--- src/rtl/mips_memarb_pkg.sv ---
// Shared definitions for the two-master memory arbiter: FSM state encoding
// and the width of the outstanding-transfer counter.
package mips_memarb_pkg;

  typedef enum logic [1:0] {
    IDLE  = 2'd0,
    OWN_P = 2'd1,
    OWN_D = 2'd2
  } state_t;

  // Wide enough for MAX_OUTST up to 15.
  localparam int CNT_W = 4;

endpackage

--- src/rtl/mips_memarb_cnt.sv ---
// Outstanding-transfer counter: counts accepted strobes not yet acknowledged.
// Simultaneous inc/dec holds the value; dec at zero is ignored.
module mips_memarb_cnt
  import mips_memarb_pkg::*;
#(
  parameter int MAX_OUTST = 4
) (
  input  logic clk,
  input  logic rst,
  input  logic inc,
  input  logic dec,
  input  logic clr,
  output logic full,
  output logic empty
);

  localparam logic [CNT_W-1:0] MAX_C = CNT_W'(MAX_OUTST);

  logic [CNT_W-1:0] cnt;
  logic             dec_ok;

  assign dec_ok = dec & ~empty;
  assign full   = (cnt == MAX_C);
  assign empty  = (cnt == '0);

  always_ff @(posedge clk) begin
    if (rst || clr) begin
      cnt <= '0;
    end else if (inc && !dec_ok) begin
      cnt <= cnt + 1'b1;
    end else if (dec_ok && !inc) begin
      cnt <= cnt - 1'b1;
    end
  end

endmodule

--- src/rtl/mips_memarb.sv ---
// Arbiter sharing one pipelined Wishbone slave between the MIPS program and
// data masters. Define MIPS_MEMARB_RR_EN for round-robin tie-break (default: dmem wins).
module mips_memarb
  import mips_memarb_pkg::*;
#(
  parameter int MAX_OUTST = 4
) (
  input  logic        clk,
  input  logic        rst,
  input  logic        pmem_cyc_i,
  input  logic        pmem_stb_i,
  input  logic [31:2] pmem_adr_i,
  output logic        pmem_stall_o,
  output logic        pmem_ack_o,
  output logic [31:0] pmem_dat_o,
  input  logic        dmem_cyc_i,
  input  logic        dmem_stb_i,
  input  logic        dmem_we_i,
  input  logic [3:0]  dmem_sel_i,
  input  logic [31:2] dmem_adr_i,
  input  logic [31:0] dmem_dat_i,
  output logic        dmem_stall_o,
  output logic        dmem_ack_o,
  output logic [31:0] dmem_dat_o,
  output logic        mem_cyc_o,
  output logic        mem_stb_o,
  output logic        mem_we_o,
  output logic [3:0]  mem_sel_o,
  output logic [31:2] mem_adr_o,
  output logic [31:0] mem_dat_o,
  input  logic        mem_stall_i,
  input  logic        mem_ack_i,
  input  logic [31:0] mem_dat_i
);

  state_t state_q, state_d;
  logic   full, empty;

`ifdef MIPS_MEMARB_RR_EN
  // Set when dmem should win the next tie; reset leaves pmem preferred.
  logic prio_d;
`endif

  mips_memarb_cnt #(
    .MAX_OUTST(MAX_OUTST)
  ) u_cnt (
    .clk  (clk),
    .rst  (rst),
    .inc  (mem_stb_o & ~mem_stall_i),
    .dec  (mem_ack_i),
    .clr  (state_d == IDLE),
    .full (full),
    .empty(empty)
  );

  always_comb begin
    state_d = state_q;
    case (state_q)
      IDLE: begin
        if (pmem_cyc_i && dmem_cyc_i) begin
`ifdef MIPS_MEMARB_RR_EN
          state_d = prio_d ? OWN_D : OWN_P;
`else
          state_d = OWN_D;
`endif
        end else if (pmem_cyc_i) begin
          state_d = OWN_P;
        end else if (dmem_cyc_i) begin
          state_d = OWN_D;
        end
      end
      // Release on abort, or at a quiet point when the other master waits.
      OWN_P: if (!pmem_cyc_i || (empty && !pmem_stb_i && dmem_cyc_i)) state_d = IDLE;
      OWN_D: if (!dmem_cyc_i || (empty && !dmem_stb_i && pmem_cyc_i)) state_d = IDLE;
      default: state_d = IDLE;
    endcase
  end

  always_ff @(posedge clk) begin
    if (rst) state_q <= IDLE;
    else     state_q <= state_d;
  end

`ifdef MIPS_MEMARB_RR_EN
  always_ff @(posedge clk) begin
    if (rst) begin
      prio_d <= 1'b0;
    end else if (state_q == IDLE && state_d == OWN_P) begin
      prio_d <= 1'b1;
    end else if (state_q == IDLE && state_d == OWN_D) begin
      prio_d <= 1'b0;
    end
  end
`endif

  // Acks are suppressed during rst so a reset mid-transfer never completes one.
  always_comb begin
    mem_cyc_o    = 1'b0;
    mem_stb_o    = 1'b0;
    mem_we_o     = 1'b0;
    mem_sel_o    = 4'h0;
    mem_adr_o    = '0;
    mem_dat_o    = 32'h0;
    pmem_stall_o = 1'b1;
    dmem_stall_o = 1'b1;
    pmem_ack_o   = 1'b0;
    dmem_ack_o   = 1'b0;
    case (state_q)
      OWN_P: begin
        mem_cyc_o    = pmem_cyc_i;
        mem_stb_o    = pmem_cyc_i & pmem_stb_i & ~full;
        mem_sel_o    = 4'hF;
        mem_adr_o    = pmem_adr_i;
        pmem_stall_o = mem_stall_i | full;
        pmem_ack_o   = mem_ack_i & pmem_cyc_i & ~rst;
      end
      OWN_D: begin
        mem_cyc_o    = dmem_cyc_i;
        mem_stb_o    = dmem_cyc_i & dmem_stb_i & ~full;
        mem_we_o     = dmem_we_i;
        mem_sel_o    = dmem_sel_i;
        mem_adr_o    = dmem_adr_i;
        mem_dat_o    = dmem_dat_i;
        dmem_stall_o = mem_stall_i | full;
        dmem_ack_o   = mem_ack_i & dmem_cyc_i & ~rst;
      end
      default: ;
    endcase
  end

  assign pmem_dat_o = mem_dat_i;
  assign dmem_dat_o = mem_dat_i;

endmodule
--- config.mk ---
export PLATFORM = sky130hd
export DESIGN_NAME = mips_memarb
export DESIGN_NICKNAME = d
export VERILOG_FILES = /design/src/rtl/mips_memarb_pkg.sv /design/src/rtl/mips_memarb_cnt.sv /design/src/rtl/mips_memarb.sv
export SDC_FILE = /design/constraint.sdc
export NUM_CORES = 1
export LEC_CHECK = 0
export ABC_CLOCK_PERIOD_IN_PS = 4600
export CAP_MARGIN = 10
export CORE_AREA = 4 4 103 105
export DETAILED_ROUTE_END_ITERATION = 8
export DIE_AREA = 0 0 107 109
export HOLD_SLACK_MARGIN = 0.06
export PLACE_DENSITY = 0.68
export SETUP_SLACK_MARGIN = 0.15
export SYNTH_ARGS = -nofsm -noshare
export SYNTH_HDL_FRONTEND = slang
export SYNTH_HIERARCHICAL = 1
export SYNTH_SLANG_ARGS = --single-unit
export TNS_END_PERCENT = 50
--- constraint.sdc ---
create_clock -name clk -period 4.6 [get_ports clk]
set_input_delay 0.46 -clock clk [delete_from_list [all_inputs] [get_ports clk]]
set_output_delay 0.46 -clock clk [all_outputs]
set_load 0.02 [all_outputs]
==> impl_metrics.yaml <==
timing:
  worst_pin_slew_ps: 599.5
  rsz0062_at_grt: "false"
  clock.fmax_mhz: 342.7
  maxSlewHeadroom_pct: 60.04
  layout_min_cycle_time_ps: 2918
  final_hold_viol_count: 0
  skew_ps: 2.400
  tns_ps: 0
  finalSetupViolations: 0
  drv_slew: 0
  final.period_utilization_pct: 63.43
grt:
  grt_pass1_vias: 2011
  grt_max_degree: 70
  grt_first_pass_wirelength_um: 11050
  gr-total-overflow: 0
  gr-usage-all-layers_pct: 11.75
  antenna_found_initial: 0
clocking:
  cts_root_buf: "clkbuf_8"
  clk_transition_reported_paths_ps: 40
  cts_setup_buffers: 0
  cts_htree_levels: 1
  clock-sinks: 6
  cts.repair.resized: 0
  numCtsBuffers: 3
  cts_buffer_depth: 2
  cts_hold_buf: 0
  cts_tree: "yes"
  clk_latency_ps: 220
setup_path:
  cp.arrival_ps: 2460
  startpoint_type: "register"
  r2r_end: "u_cnt/cnt[3]"
  crit_path_max_fanout: 26
  cp.required_ps: 4140
  worstSetupPathType: "reg -> out"
  worstPathCellList: "inv_1 > ha_1 > buf_4 > nand2_4 > a21boi_0 > clkdlybuf4s50_1"
  reg2reg_depth: 12
  crit_path_max_incr_delay_ps: 650
  r2r_setup_slack_ps: 1710
  end_kind: "output pin"
  slowest_stage: "clkdlybuf4s50_1"
  r2r-start: "state_q[0]"
layout:
  multi_input_area_mm2: 0.001062
  final_common_cell: "clkdlybuf4s50_1"
  final_cell_mix: "177 x clkdlybuf4s50_1, 35 x nor2b_1, 33 x and2_1"
  n_antenna_cell: 0
  drive_gt1_share_pct: 2.882
  final_core_util_pct: 33.15
  fill_cells: 1032
  register_area_um2: 120.1
  final_area_mm2: 0.003196
  synthToLayoutAreaGrowth_pct: 81.52
  fin_nets: 494
pwr:
  cell_internal_pwr_uw: 295.3
  p_comb_share_pct: 69.3
  clkPwrFrac_pct: 17.3
  p_sw_uw: 164.7
  p_per_area_mw_per_mm2: 144.0
  power_uw: 460.1
  seqPwrFrac_pct: 13.5
  p_leak_nw: 1.082
  peakVddDrop_mv: 0.1414
  switching_share_pct: 35.81
die:
  die_area_mm2: 0.01166
  start_util_pct: 18.26
  io_pins: 274
  row_count: 36
  chipWidth_um: 107
  core_mm2: 0.009639
  fp.dieH_um: 109
status:
  outcome: "finished clean"
synthesis:
  syn_avg_cell_area_um2: 7.215
  ys_warn_count: 6
  synth.net_count: 389
  yosysSeqAreaShare_pct: 6.823
  synth_area_mm2: 0.001760
  synth_seq_cells: 6
  synthCells: 244
  ys_types: 34
detailed_routing:
  detail-route-antenna-nets: 0
  drt_first_pass_iters: 4
  drc: 0
  wl_per_cell_um: 15.74
  vias_per_cell: 4.067
  vias: 1952
  wl_um: 7554
  drt-initial-drc-count: 76
placed_design:
  gp_congestion: 0.7925
  dpl.hpwl_um: 6346
  place_area_mm2: 0.003154
  port_buffers: 177
job:
  drv_cap: 0
min_path:
  min_from: "state_q[1]"
  hold_class: "reg -> reg"
  hold_depth: 2
  hold_end: "state_q[1]"
[synth_stat cells, drive strengths merged]
| cell type | number | area share, % |
|---|---|---|
| o22ai | 1 | 0.71 |
| nor4 | 1 | 0.36 |
| nand2 | 8 | 2.1 |
| fa | 1 | 1.1 |
| a2111oi | 1 | 0.85 |
| a31o | 1 | 0.50 |
| a211oi | 2 | 0.85 |
| and2 | 33 | 12 |
| ha | 7 | 5.0 |
| dfxtp | 6 | 6.8 |
| xor2 | 1 | 0.50 |
| a211o | 1 | 0.50 |
| nor2 | 7 | 1.5 |
| clkbuf | 8 | 2.3 |
| mux2i | 1 | 0.57 |
| xnor2 | 1 | 0.50 |
| a21boi | 1 | 0.43 |
| nor3b | 1 | 0.43 |
| a22oi | 30 | 13 |
| nor4b | 1 | 0.50 |
| nand2b | 2 | 0.71 |
| a41o | 1 | 0.57 |
| a21oi | 6 | 1.7 |
| nor3 | 4 | 1.1 |
| nor2b | 35 | 12 |
| and3b | 2 | 1.0 |
| buf | 72 | 30 |
| o21ai | 3 | 0.85 |
| inv | 3 | 0.64 |
| nand3 | 3 | 0.85 |
[final cells by class]
| type | count | share of cell area [%] |
|---|---|---|
| clock buffers | 3 | 1.292 |
| inverters | 3 | 0.3524 |
| flip-flops and latches | 6 | 3.759 |
| well taps | 133 | 5.208 |
| repair buffers | 180 | 56.15 |
| multi-input cells | 155 | 33.24 |
[per-stage QoR]
stage                     setup slack, ps  cells  hold WS (ps)
final                                1682    480         547.4
after global routing                 1400    480         583.5
after CTS                            1629    480         544.0
after detailed placement             1540    477         542.8
after global placement               1609    477         515.0
after floorplan                      1890    244         490.8
[logic make-up after synthesis]
logic type               Yosys count  synth area share [%]
buffers and inverters             83                 32.98
AO/OA/AOI/OAI                     47                 19.76
XOR/XNOR                           2                0.9952
flip-flops                         6                 6.823
AND/OR/NAND/NOR                   97                 32.77
multiplexers                       1                0.5686
adder cells (fa/ha/maj)            8                 6.112
[worst max-delay path by stage]
| stage | slack (ps) | to | cells after the start | startpoint |
|---|---|---|---|---|
| floorplan | 1890 | u_cnt/cnt[3] | 14 | state_q[0] |
| global placement | 1610 | u_cnt/cnt[3] | 12 | pmem_cyc_i |
| detailed placement | 1540 | u_cnt/cnt[3] | 12 | pmem_cyc_i |
| CTS | 1630 | mem_cyc_o | 6 | state_q[1] |
| global route | 1400 | mem_cyc_o | 6 | state_q[1] |
| finish | 1680 | mem_cyc_o | 6 | state_q[1] |
[flip-flops by register name (all words and copies together) (netlist names)]
| signal | count |
|---|---|
| u_cnt/cnt | 4 |
| state_q | 2 |
[power groups by stage]
stage,logic [mW],registers [mW],clock network [mW]
after global routing,0.343,0.0624,0.0865
after floorplan,0.233,0.0609,0
after CTS,0.322,0.0619,0.0810
after global placement,0.317,0.0619,0
after detailed placement,0.320,0.0624,0
final,0.319,0.0619,0.0794
[critical path: cells and delay by family (launching register included)]
family,cells,cell delay (ps)
AO/OA/AOI/OAI,1,210
adder cells (fa/ha/maj),1,440
flip-flops,1,330
AND/OR/NAND/NOR,1,90
buffers and inverters,3,1160
[per-layer routing]
layer	part of all wire [%]	wire, um	track usage (%)
met1	36	2747	13.13
met2	54	4111	23.07
met3	8.2	621	2.605
met4	0.97	73	1.735
met5	0	0	0
Power figures use the tool's default switching activity.
==> edit 1: new RTL, config.mk and constraints unchanged <==
Compare `cnt` against `MAX_C` with >= in place of ==.
--- a/src/rtl/mips_memarb_cnt.sv
+++ b/src/rtl/mips_memarb_cnt.sv
@@ -20,7 +20,7 @@
   logic             dec_ok;
 
   assign dec_ok = dec & ~empty;
-  assign full   = (cnt == MAX_C);
+  assign full   = (cnt >= MAX_C);
   assign empty  = (cnt == '0);
 
   always_ff @(posedge clk) begin
Formal check against the unedited RTL: same outputs for any inputs over 10 cycles, from zero or initial values and one cycle with rst high; that may be too few to reach the edited logic, so the function may still have changed.
==> edit 1 against the unedited design <==
Cell count did not move; cell area shrank 0.12%; first-iteration DRC count grew 39%; fmax about the same; global-route usage down 0.15 points; wire length rose by 1.4%; sequential cell count unchanged; worst setup slack gained 0.0013 ns; clock skew about the same; synthesized area shrank 0.21%; clock power up 0.8%; total power is 0.28% higher; via count is 0.72% higher; non-clock buffer count unchanged.
==> edit 1: results (changes against the unedited design) <==
Outcome: finished, final reports clean
Clk_skew: 0.00258 ns (+0.000181 ns)
RePlAce Congestion: 0.720 (-9.2%)
Met2 Wirelength: 4250 um (+3.5%)
Sequential area share after synthesis: 6.84% (+0.015 points)
First-pass GRT wire length: 10700 um (-2.9%)
Worst slew pin tran: 0.591 ns (-0.00870 ns)
DP Area: 3150 sq um (-0.12%)
Layout fillers: 1037 (+0.48%)
Share of cells above drive strength 1: 3.17% (+0.29 points)
CP arrival: 3.09 ns (+0.63 ns)
Total number of vias: 1966 (+0.72%)
Compound-Gate Fraction of Synth Area: 19.8% (+0.042 points)
Avg WL per Cell: 16.0 um (+1.4%)
Post-synthesis mux area share: 0.570% (+0.0012 points)
R2R Setup Slk: 1.68 ns (-0.03 ns)
Critical path type: flip-flop to flip-flop
Fmax: 0.343 GHz (about the same)
XOR/XNOR share of the synthesized area: 0.997% (+0.0021 points)
Met3 routed WL: 684 um (+10%)
Leakage: 0.00109 uW (+0.39%)
GRT met2 Usage: 23.3% (+0.22 points)
Pre-CTS setup slack: 1.50 ns (-0.0392 ns)
Total Routing Usage GR: 11.6% (-0.15 points)
Avg Inst Size Synth: 7.20 sq um (-0.21%)
Detail Placement HPWL: 6460 um (+1.8%)
edit 1: changes by cell type after synthesis:
cell	delta
or2_2	+1
nor4_1	-1
nor3_1	+1
nor4b_1	-1
edit 1: cell type report:
cell class	count	share of cell area [%]
clock buffer	3	1.29
inverter	3	0.353
multi-input combinational	155	33.2
sequential	6	3.76
tap	133	5.21
timing repair buffer	180	56.2
edit 1: power by group:
group | leakage [uW] | total [uW] | internal, uW | switching (uW)
clock | 0.0000216 | 80.0 | 56.3 | 23.7
combinational | 0.00102 | 320 | 183 | 137
sequential | 0.0000488 | 61.0 | 56.3 | 4.69
edit 1: worst max-delay path, cell delays in order (launching register included):
cell	delay (ns)
dfxtp_1	0.40
inv_1	0.09
ha_1	0.28
buf_4	0.28
nand2_1	0.11
nor3_1	0.16
ha_1	0.19
inv_1	0.09
ha_1	0.33
a21oi_1	0.24
nand3_1	0.16
a2111oi_2	0.39
a31o_1	0.14
==> edit 2: new RTL, config.mk and constraints unchanged <==
Without the edit above. `CNT_W`: 4 -> 6.
--- a/src/rtl/mips_memarb_pkg.sv
+++ b/src/rtl/mips_memarb_pkg.sv
@@ -9,7 +9,7 @@
   } state_t;
 
   // Wide enough for MAX_OUTST up to 15.
-  localparam int CNT_W = 4;
+  localparam int CNT_W = 6;
 
 endpackage
 
Behaviour: same outputs for any inputs over 10 cycles, from zero or initial values and one cycle with rst high; that may be too few to reach the edited logic, so the function may still have changed.
==> edit 2 against the unedited design <==
Cell area is 5.2% higher; sequential cell count is 2 higher; sequential share of layout area is 1.0 points higher; total power is 41% higher; worst setup slack worse by 0.12 ns; clock power is 10% higher; wire length is 11% higher; synthesized area is 10% higher; largest power group unchanged; highest routed layer unchanged.
==> edit 2: results (changes against the unedited design) <==
Outcome: finished, final reports clean
Slew Limit Headroom: 61.4% (+1.4 points)
Switching pwr: 269 uW (+64%)
Commonest cells in the netlist: 65 x buf_4, 35 x nor2b_1, 33 x and2_1
CP arrival: 3.14 ns (+0.68 ns)
Tot Pwr: 647 uW (+41%)
Register area: 160 sq um (+33%)
Buffering overhead: 53.3% (-2.8 points)
Worst IR Drop VDD: 155 uV (+9.4%)
Worst-path fanout max: 6 (-77%)
CP startpoint: pmem_cyc_i
Pin count of the biggest net entering global routing: 69 (-1.4%)
Inverters, non-clock: 5 (+2)
Distinct cells, synth: 38 (+12%)
Pre-CTS setup slack: 1.44 ns (-0.101 ns)
DR iter-0 viols: 106 (+39%)
Multi-input logic area: 1180 sq um (+11%)
Detail Placement HPWL: 6870 um (+8.3%)
Sequential area share after synthesis: 8.26% (+1.4 points)
Nets: 521 (+5.5%)
Placed Instances: 502 (+5.2%)
Leakage: 0.00118 uW (+8.9%)
Layout fillers: 1021 (-1.1%)
Final Non-Filler Cells: 505 (+5.2%)
Total Routing Usage GR: 12.9% (+1.2 points)
First-pass GRT wire length: 12200 um (+11%)
Clk cell area share: 1.23% (-0.064 points)
Worst stage delay on the critical path: 0.59 ns (-0.06 ns)
RePlAce Congestion: 0.800 (+0.88%)
Worst hold path endpoint: u_cnt/cnt[3]
Largest cells by area after synthesis: buf_4 25%, a22oi_1 12%, nor2b_1 11%, and2_1 11%, dfxtp_1 8.3%
Delay-heaviest family, CP: compound AO/OA/AOI/OAI gates
Clk pwr: 87.6 uW (+10%)
Seq group: 99.6 uW (+61%)
-- edit 2: worst reg2reg max path, cell delays in order (launching register included) --
cell	delay (ns)
dfxtp_1	0.41
inv_1	0.10
ha_2	0.22
o21ai_0	0.20
nand2_1	0.11
nor3_1	0.17
ha_1	0.24
inv_1	0.14
ha_1	0.30
a211oi_1	0.35
o31ai_1	0.15
nor4b_1	0.29
a211oi_1	0.07
-- edit 2: metal layers --
metal  routed length, um  track usage, %
met1                3230            15.1
met2                4380            24.8
met3                 756            3.14
met4                  21            1.28
met5                   0               0
-- edit 2: logic make-up (layout without fill, tap and decap cells) --
family                   after synthesis  count (layout)  synth area share [%]
AND/OR/NAND/NOR                      108             108                  32.2
buffers and inverters                 86             188                  30.9
AO/OA/AOI/OAI                         53              53                  19.4
adder cells (fa/ha/maj)               10              10                  6.84
flip-flops                             8               8                  8.26
XOR/XNOR                               3               3                  1.36
multiplexers                           2               2                  1.03
